--- src/rtl/spgd_seq_ctrl.sv ---
// SPGD iteration sequencer: perturb, measure J+ and J-, settle arithmetic, commit U.
// Define SPGD_ADC_TIMEOUT_EN to enable the ADC_DONE watchdog and the ERR state.
module spgd_seq_ctrl #(
  parameter int CNT_WIDTH   = 16,
  parameter int CALC_CYC    = 4,
  parameter int ITER_WIDTH  = 32,
  parameter int TIMEOUT_CYC = 1024
) (
  input  logic                  ADC_CLK,
  input  logic                  RST_N,
  input  logic                  SYS_EN,
  input  logic [CNT_WIDTH-1:0]  SETTLE_IN,
  input  logic [ITER_WIDTH-1:0] ITER_MAX,
  input  logic                  ADC_DONE,
  output logic                  ADC_EN,
  output logic                  RNG_CLK,
  output logic                  DELTA_U_WRT,
  output logic                  J_P_WRT,
  output logic                  J_M_WRT,
  output logic                  U_WRT,
  output logic [1:0]            DAC_SEL,
  output logic [3:0]            FSM_STATE,
  output logic [ITER_WIDTH-1:0] ITER_CNT,
  output logic                  BUSY,
  output logic                  DONE,
  output logic                  TIMEOUT_ERR
);

  typedef enum logic [3:0] {
    IDLE   = 4'd0,  PERT   = 4'd1,  RNG    = 4'd2,  SET_P  = 4'd3,
    ADC_P  = 4'd4,  WAIT_P = 4'd5,  SET_M  = 4'd6,  ADC_M  = 4'd7,
    WAIT_M = 4'd8,  CALC   = 4'd9,  UPDATE = 4'd10, DONE_S = 4'd11,
    ERR    = 4'd12
  } state_t;

  localparam logic [CNT_WIDTH-1:0] CALC_LOAD = CNT_WIDTH'(CALC_CYC);

  state_t                state_reg, state_next;
  logic [CNT_WIDTH-1:0]  cnt_reg, cnt_next;
  logic [ITER_WIDTH-1:0] iter_cnt_reg, iter_cnt_next;
  logic [CNT_WIDTH-1:0]  settle_load;
  logic                  wd_expired;

  logic rng_clk_reg, rng_clk_next;
  logic delta_u_wrt_reg, delta_u_wrt_next;
  logic adc_en_reg, adc_en_next;
  logic j_p_wrt_reg, j_p_wrt_next;
  logic j_m_wrt_reg, j_m_wrt_next;
  logic u_wrt_reg, u_wrt_next;
  logic [1:0] dac_sel_reg, dac_sel_next;
  logic busy_reg, busy_next;
  logic done_reg, done_next;

  // A zero settle request still gives the DAC one cycle.
  assign settle_load = (SETTLE_IN == '0) ? CNT_WIDTH'(1) : SETTLE_IN;

  always_ff @(posedge ADC_CLK or negedge RST_N) begin
    if (!RST_N) begin
      state_reg       <= IDLE;
      cnt_reg         <= '0;
      iter_cnt_reg    <= '0;
      rng_clk_reg     <= 1'b0;
      delta_u_wrt_reg <= 1'b0;
      adc_en_reg      <= 1'b0;
      j_p_wrt_reg     <= 1'b0;
      j_m_wrt_reg     <= 1'b0;
      u_wrt_reg       <= 1'b0;
      dac_sel_reg     <= 2'b00;
      busy_reg        <= 1'b0;
      done_reg        <= 1'b0;
    end else begin
      state_reg       <= state_next;
      cnt_reg         <= cnt_next;
      iter_cnt_reg    <= iter_cnt_next;
      rng_clk_reg     <= rng_clk_next;
      delta_u_wrt_reg <= delta_u_wrt_next;
      adc_en_reg      <= adc_en_next;
      j_p_wrt_reg     <= j_p_wrt_next;
      j_m_wrt_reg     <= j_m_wrt_next;
      u_wrt_reg       <= u_wrt_next;
      dac_sel_reg     <= dac_sel_next;
      busy_reg        <= busy_next;
      done_reg        <= done_next;
    end
  end

  always_comb begin
    state_next = state_reg;
    case (state_reg)
      IDLE:   if (SYS_EN) state_next = PERT;
      PERT:   state_next = RNG;
      RNG:    state_next = SET_P;
      SET_P:  if (cnt_reg <= CNT_WIDTH'(1)) state_next = ADC_P;
      ADC_P:  state_next = WAIT_P;
      WAIT_P: begin
        if (ADC_DONE)        state_next = SET_M;
        else if (wd_expired) state_next = ERR;
      end
      SET_M:  if (cnt_reg <= CNT_WIDTH'(1)) state_next = ADC_M;
      ADC_M:  state_next = WAIT_M;
      WAIT_M: begin
        if (ADC_DONE)        state_next = CALC;
        else if (wd_expired) state_next = ERR;
      end
      CALC:   if (cnt_reg <= CNT_WIDTH'(1)) state_next = UPDATE;
      UPDATE: begin
        // iter_cnt_reg already holds the incremented count here
        if (ITER_MAX != '0 && iter_cnt_reg == ITER_MAX) state_next = DONE_S;
        else if (SYS_EN)                                state_next = PERT;
        else                                            state_next = IDLE;
      end
      DONE_S: if (!SYS_EN) state_next = IDLE;
      ERR:    if (!SYS_EN) state_next = IDLE;
      default: state_next = IDLE;
    endcase

    cnt_next = cnt_reg;
    if (state_reg == RNG || (state_reg == WAIT_P && state_next == SET_M))
      cnt_next = settle_load;
    else if (state_reg == WAIT_M && state_next == CALC)
      cnt_next = CALC_LOAD;
    else if (cnt_reg != '0)
      cnt_next = cnt_reg - CNT_WIDTH'(1);

    iter_cnt_next = iter_cnt_reg;
    if (state_reg == CALC && state_next == UPDATE)
      iter_cnt_next = iter_cnt_reg + ITER_WIDTH'(1);
  end

  // Outputs are decoded from the upcoming state so the registered copies line up with FSM_STATE.
  always_comb begin
    rng_clk_next     = (state_next == PERT);
    delta_u_wrt_next = (state_next == RNG);
    adc_en_next      = (state_next == ADC_P) || (state_next == ADC_M);
    j_p_wrt_next     = (state_reg == WAIT_P) && (state_next == SET_M);
    j_m_wrt_next     = (state_reg == WAIT_M) && (state_next == CALC);
    u_wrt_next       = (state_next == UPDATE);
    busy_next        = !((state_next == IDLE) || (state_next == DONE_S));
    done_next        = (state_next == DONE_S);
    case (state_next)
      SET_P, ADC_P, WAIT_P:       dac_sel_next = 2'b01;
      SET_M, ADC_M, WAIT_M, CALC: dac_sel_next = 2'b10;
      default:                    dac_sel_next = 2'b00;
    endcase
  end

`ifdef SPGD_ADC_TIMEOUT_EN
  localparam int WD_WIDTH = $clog2(TIMEOUT_CYC) + 1;

  logic [WD_WIDTH-1:0] wd_reg;
  logic                timeout_err_reg;

  assign wd_expired = (wd_reg >= WD_WIDTH'(TIMEOUT_CYC - 1));

  always_ff @(posedge ADC_CLK or negedge RST_N) begin
    if (!RST_N) begin
      wd_reg          <= '0;
      timeout_err_reg <= 1'b0;
    end else begin
      if ((state_next == WAIT_P || state_next == WAIT_M) && state_next != state_reg)
        wd_reg <= '0;
      else if (state_reg == WAIT_P || state_reg == WAIT_M)
        wd_reg <= wd_reg + WD_WIDTH'(1);
      if (state_next == ERR)
        timeout_err_reg <= 1'b1;
    end
  end

  assign TIMEOUT_ERR = timeout_err_reg;
`else
  // Without the watchdog the WAIT states never expire; TIMEOUT_CYC has no effect.
  assign wd_expired  = (TIMEOUT_CYC < 0);
  assign TIMEOUT_ERR = 1'b0;
`endif

  assign RNG_CLK     = rng_clk_reg;
  assign DELTA_U_WRT = delta_u_wrt_reg;
  assign ADC_EN      = adc_en_reg;
  assign J_P_WRT     = j_p_wrt_reg;
  assign J_M_WRT     = j_m_wrt_reg;
  assign U_WRT       = u_wrt_reg;
  assign DAC_SEL     = dac_sel_reg;
  assign FSM_STATE   = state_reg;
  assign ITER_CNT    = iter_cnt_reg;
  assign BUSY        = busy_reg;
  assign DONE        = done_reg;

endmodule

--- config.mk ---
export PLATFORM = sky130hd
export DESIGN_NAME = spgd_seq_ctrl
export DESIGN_NICKNAME = d
export VERILOG_FILES = /design/src/rtl/spgd_seq_ctrl.sv
export SDC_FILE = /design/constraint.sdc
export NUM_CORES = 1
export LEC_CHECK = 0
export BUFFER_PORTS_ARGS = -buffer_cell sky130_fd_sc_hd__buf_2
export CORE_UTILIZATION = 58
export CTS_CLUSTER_DIAMETER = 120
export DETAILED_ROUTE_END_ITERATION = 10
export HOLD_SLACK_MARGIN = 0.05
export PLACE_DENSITY_LB_ADDON = 0.2
export SLEW_MARGIN = 10
export SYNTH_ARGS = -nofsm -noshare
export SYNTH_HDL_FRONTEND = slang
export SYNTH_SLANG_ARGS = --single-unit
--- constraint.sdc ---
create_clock -name ADC_CLK -period 8.6 [get_ports ADC_CLK]
set_input_delay 2.15 -clock ADC_CLK [delete_from_list [all_inputs] [get_ports ADC_CLK]]
set_output_delay 2.15 -clock ADC_CLK [all_outputs]
set_load 0.05 [all_outputs]
# ---- Word-level counts from Yosys, hierarchy flattened
# Index checks and enable logic that the tools add are counted.
dict set report totals {
  output_inout_bits 47
  ff_bits 62
  inputBits 52
}
dict set report op_classes {
  eq_ne 24
  reduce_logical 17
  add_sub_neg 2
  order_cmp 1
  muxes 15
}
# cell count
set ops {}
lappend ops {{$mux W16} 4}
lappend ops {{$pmux W4 S12} 1}
lappend ops {{$eq A4 B4 Y1 const B} 9}
lappend ops {{$add A32 B1 Y32 const B} 1}
lappend ops {{$eq A32 B32 Y1} 1}
lappend ops {{$eq A4 B3 Y1 const B} 8}
lappend ops {{$mux W4} 8}
lappend ops {{$reduce_bool A32 Y1} 1}
lappend ops {{$eq A4 B2 Y1 const B} 4}
lappend ops {{$le A16 B1 Y1 const B} 1}
lappend ops {{$logic_not A16 Y1} 1}
lappend ops {{$reduce_bool A16 Y1} 1}
lappend ops {{$sub A16 B1 Y16 const B} 1}
lappend ops {{$eq A4 B1 Y1 const B} 2}
lappend ops {{$logic_not A4 Y1} 2}
lappend ops {{$logic_and A1 B1 Y1} 4}
lappend ops {{$pmux W2 S2} 1}
lappend ops {{$reduce_or A4 Y1} 1}
lappend ops {{$logic_or A1 B1 Y1} 3}
lappend ops {{$reduce_bool A3 Y1} 1}
lappend ops {{$reduce_or A3 Y1} 1}
lappend ops {{$reduce_or A2 Y1} 1}
lappend ops {{$logic_not A1 Y1} 1}
lappend ops {{$mux W1} 1}

# ---- Longest topological paths before layout
dict set report depth {
  word_depth 8
  ltp_mapped 9
}

# ---- Worst setup path after synthesis
# No wires, ideal clock.
dict set report synth_timing {
  path_kind {input port to flip-flop}
  start {input port SYS_EN}
  end {register iter_cnt_reg[1] (netlist: ITER_CNT[1])}
  slack_ps 4752
  path_stages 7
  t_required_ps 8475
  path_buffers 1
  arrival_ps 3723
  cell_sequence {and4b_1 -> a311o_1 -> a31oi_1 -> nand3b_1 -> clkbuf_1 -> nor2_1 -> mux2_2}
}
dict set report synth_via {
  elab_chain_cells 5
}
# item line_no
set synth_lines {}
lappend synth_lines {{start: declaration} 11} ;# input logic SYS_EN,
lappend synth_lines {{$mux W1} 109} ;# else if (SYS_EN) state_next = PERT;
lappend synth_lines {{$mux W4} 108} ;# if (ITER_MAX != '0 && iter_cnt_reg == ITER_MAX) state_next = DONE_S;
lappend synth_lines {{$pmux W4 S12 (*)} 89} ;# case (state_reg)
lappend synth_lines {{$eq A4 B4 Y1 (*)} 126} ;# if (state_reg == CALC && state_next == UPDATE)
lappend synth_lines {{$logic_and A1 B1 Y1 (*)} 126}
lappend synth_lines {{end signal: assignment} 74} ;# iter_cnt_reg <= iter_cnt_next;
lappend synth_lines {{end: declaration} 40} ;# logic [ITER_WIDTH-1:0] iter_cnt_reg, iter_cnt_next;
# Every way passes the cells marked *; elsewhere a longest branch is shown, timed or not.
# A chain may end at the register's enable or synchronous reset.

# ---- Worst setup path after layout
# Ends and elaborated chain as after synthesis.

==> impl_metrics.toml <==
[outcome]
status = "finished clean"

[die]
rows = 29
die_y_um = 83.4
core_mm2 = 0.00639
start_util_pct = 60.2
die_area_mm2 = 0.00696
io_pins = 99
die_x_um = 83.4

[hold_path]
min_from = "ITER_CNT[10]"
hold_path_depth = 1
hp-class = "register to register"
hold_end = "ITER_CNT[10]"

[global_routing]
grt_antenna_before_repair = 0
grt_max_degree = 63
grt_pass1_wl_um = 16200
first_global_vias = 3298
overflow = 0
grt_util_all_layers_pct = 29.4

[clock_tree]
clockBufferDepth = 2
cts.clk_slew.worst_paths_ns = 0.07
numCtsBuffers = 9
clk_latency_ns = 0.34
postCtsHoldBufs = 0
cts.sinks = 62
cts_tree = "yes"
cts_resized = 0
cts_root_buf = "clkbuf_8"
htreeDepth = 3
post-cts-setup-buffers = 0

[final_layout]
largest_register_ffs = 32
antenna_cells = 0
fin_cells = 572
drive_gt1_share_pct = 28.9
final_net_count = 546
area_growth_pct = 18.6
fillers = 526

[drt]
via_per_inst = 5.98
firstDrtPassIters = 5
wl_um = 9670
wl_per_cell_um = 16.9
antenna_violating_nets_post_route = 0
drc = 0
via_count = 3423
drt_iter0_markers = 132

[logic_synthesis]
synth.distinct_cells = 56
async_flop_share_pct = 100
synth_nets = 451
ys_ff_latch = 62
netlist_area_mm2 = 0.00385
synth_edf_count = 0
synthCells = 395
synth_common_cells = "62 x dfrtp_1, 39 x xnor2_1, 38 x xor2_1"
yosys_warnings = 0
syn-mean-instance-area_um2 = 9.74
synth_top_area_cell = "dfrtp_1"
synth.top_cell.area_share_pct = 40.3
yosysSeqAreaShare_pct = 40.3
synth_area_leaders = "dfrtp_1 40%, xnor2_1 8.9%, xor2_1 8.7%, nor3_1 3.8%, nor4_2 3.3%"
synth_top_flop_cell = "dfrtp_1"
synthMostInstantiatedCell = "dfrtp_1"

[worst_setup_path]
end_kind = "register"
required_ns = 8.83
arrival_ns = 4.02
r2r_slack_ns = 5.48
path_class = "input port to register"
reg2reg_depth = 6
startpoint = "SYS_EN"
cp-start-kind = "input port"
r2r_start = "cnt_reg[3]"
crit_path_max_fanout = 30
reg2reg_to = "ITER_CNT[1]"

[sta]
timing.final.hold_violations = 0
min_period_ns = 3.79
fin_skew_ns = 0.00620
finalSetupViolCount = 0
fmax_mhz = 264
worst_pin_slew_ns = 0.788
report.final.slew_viol_count = 0
tns_ns = 0
post-route-period-util_pct = 44.0
rsz0062_at_grt = "no"
slew_headroom_pct = 47.4

[power]
p_leak_nw = 2.19
sequentialPowerShare_pct = 38.4
power_switching_uw = 444
pwr-share-comb_pct = 39.2
cellPowerDensity_mw_per_mm2 = 234
clkPwrFrac_pct = 22.5
ir_drop_mv = 0.211
switching_share_pct = 41.5
p_int_uw = 626

[placed_design]
globalplace.congestion = 0.847
io_buffers = 97
dp.cells = 556
hpwl_um = 7070

[run]
drv_cap = 0
==> power by group through the flow <==
stage	clock network [mW]	logic (mW)	registers (mW)
2_1_floorplan	0	0.288	0.449
3_3_place_gp	0	0.404	0.412
3_5_place_dp	0	0.418	0.414
4_1_cts	0.243	0.420	0.410
5_1_grt	0.256	0.464	0.421
6_report	0.240	0.419	0.411
==> critical path: stages <==
cell,delay [ns]
buf_2,0.13
and4b_1,0.22
a311o_1,0.31
a31oi_1,0.21
nand3b_1,0.14
buf_4,0.28
nor2_1,0.21
mux2_2,0.35
==> worst max path at each step <==
stage                   end  slack (ns)
3_3_place_gp   ITER_CNT[21]        4.56
4_1_cts         ITER_CNT[1]        4.85
2_1_floorplan   ITER_CNT[1]        4.75
5_1_grt         ITER_CNT[1]        4.74
3_5_place_dp    ITER_CNT[1]        4.49
6_report        ITER_CNT[1]        4.81
==> area by class of cell <==
cell class | count | area [µm²] | share of cell area [%]
Multi-Input combinational cell | 309 | 2180 | 47.9
Sequential cell | 62 | 1550 | 34.0
Timing Repair Buffer | 102 | 523 | 11.5
Clock buffer | 13 | 169 | 3.70
Tap cell | 77 | 96.3 | 2.11
Inverter | 6 | 22.5 | 0.493
Clock inverter | 3 | 17.5 | 0.384
==> logic make-up (layout without fill, tap and decap cells) <==
logic type / count (synthesis) / in the layout / synth area share, %
other: 1 / 1 / 0.0975
buffers and inverters: 24 / 124 / 2.89
AND/OR/NAND/NOR: 182 / 182 / 29.3
XOR/XNOR: 77 / 77 / 17.5
AO/OA/AOI/OAI: 44 / 44 / 8.23
multiplexers: 1 / 1 / 0.293
adder cells (fa/ha/maj): 4 / 4 / 1.30
flip-flops: 62 / 62 / 40.3
==> metrics by stage <==
stage | worst slack, ns | hold slack [ns] | util [%] | total power, mW | area, µm²
finish | 4.81 | 0.539 | 71.5 | 1.07 | 4560
CTS | 4.85 | 0.539 | 71.5 | 1.07 | 4560
floorplan | 4.75 | 0.554 | - | 0.737 | 3850
global placement | 4.56 | 0.522 | 68.6 | 0.816 | 4380
detailed placement | 4.49 | 0.526 | 68.6 | 0.831 | 4380
global route | 4.74 | 0.556 | 71.5 | 1.14 | 4560
==> placed cells by master, fill, tap and decap left out, drive strengths merged, types with 2 or more instances in the layout <==
cell    instances
nor2b           2
nor2           33
nand3b          2
clkinv          2
nand2b          4
and3            2
xor2           38
xnor2          39
ha              4
nand2          23
buf           102
a22oi           8
nand4          17
or4             4
nor3b           2
o21ai           7
nor4b           6
nor3           29
nand3          14
or2             5
and4            4
a21oi          12
nor4           27
o221ai          2
a31oi           2
inv             6
clkbuf         13
dfrtp          62
and4b           3
a311o           2
==> metal layers <==
metal / track usage [%] / routed length [µm] / vias up
li1: - / - / 1635
met1: 39.0 / 4170 / 1624
met2: 46.1 / 4600 / 137
met3: 7.85 / 638 / 27
met4: 12.0 / 260 / 0
met5: 0 / 0 / -
No activity file was read; power rests on OpenSTA's default activity.
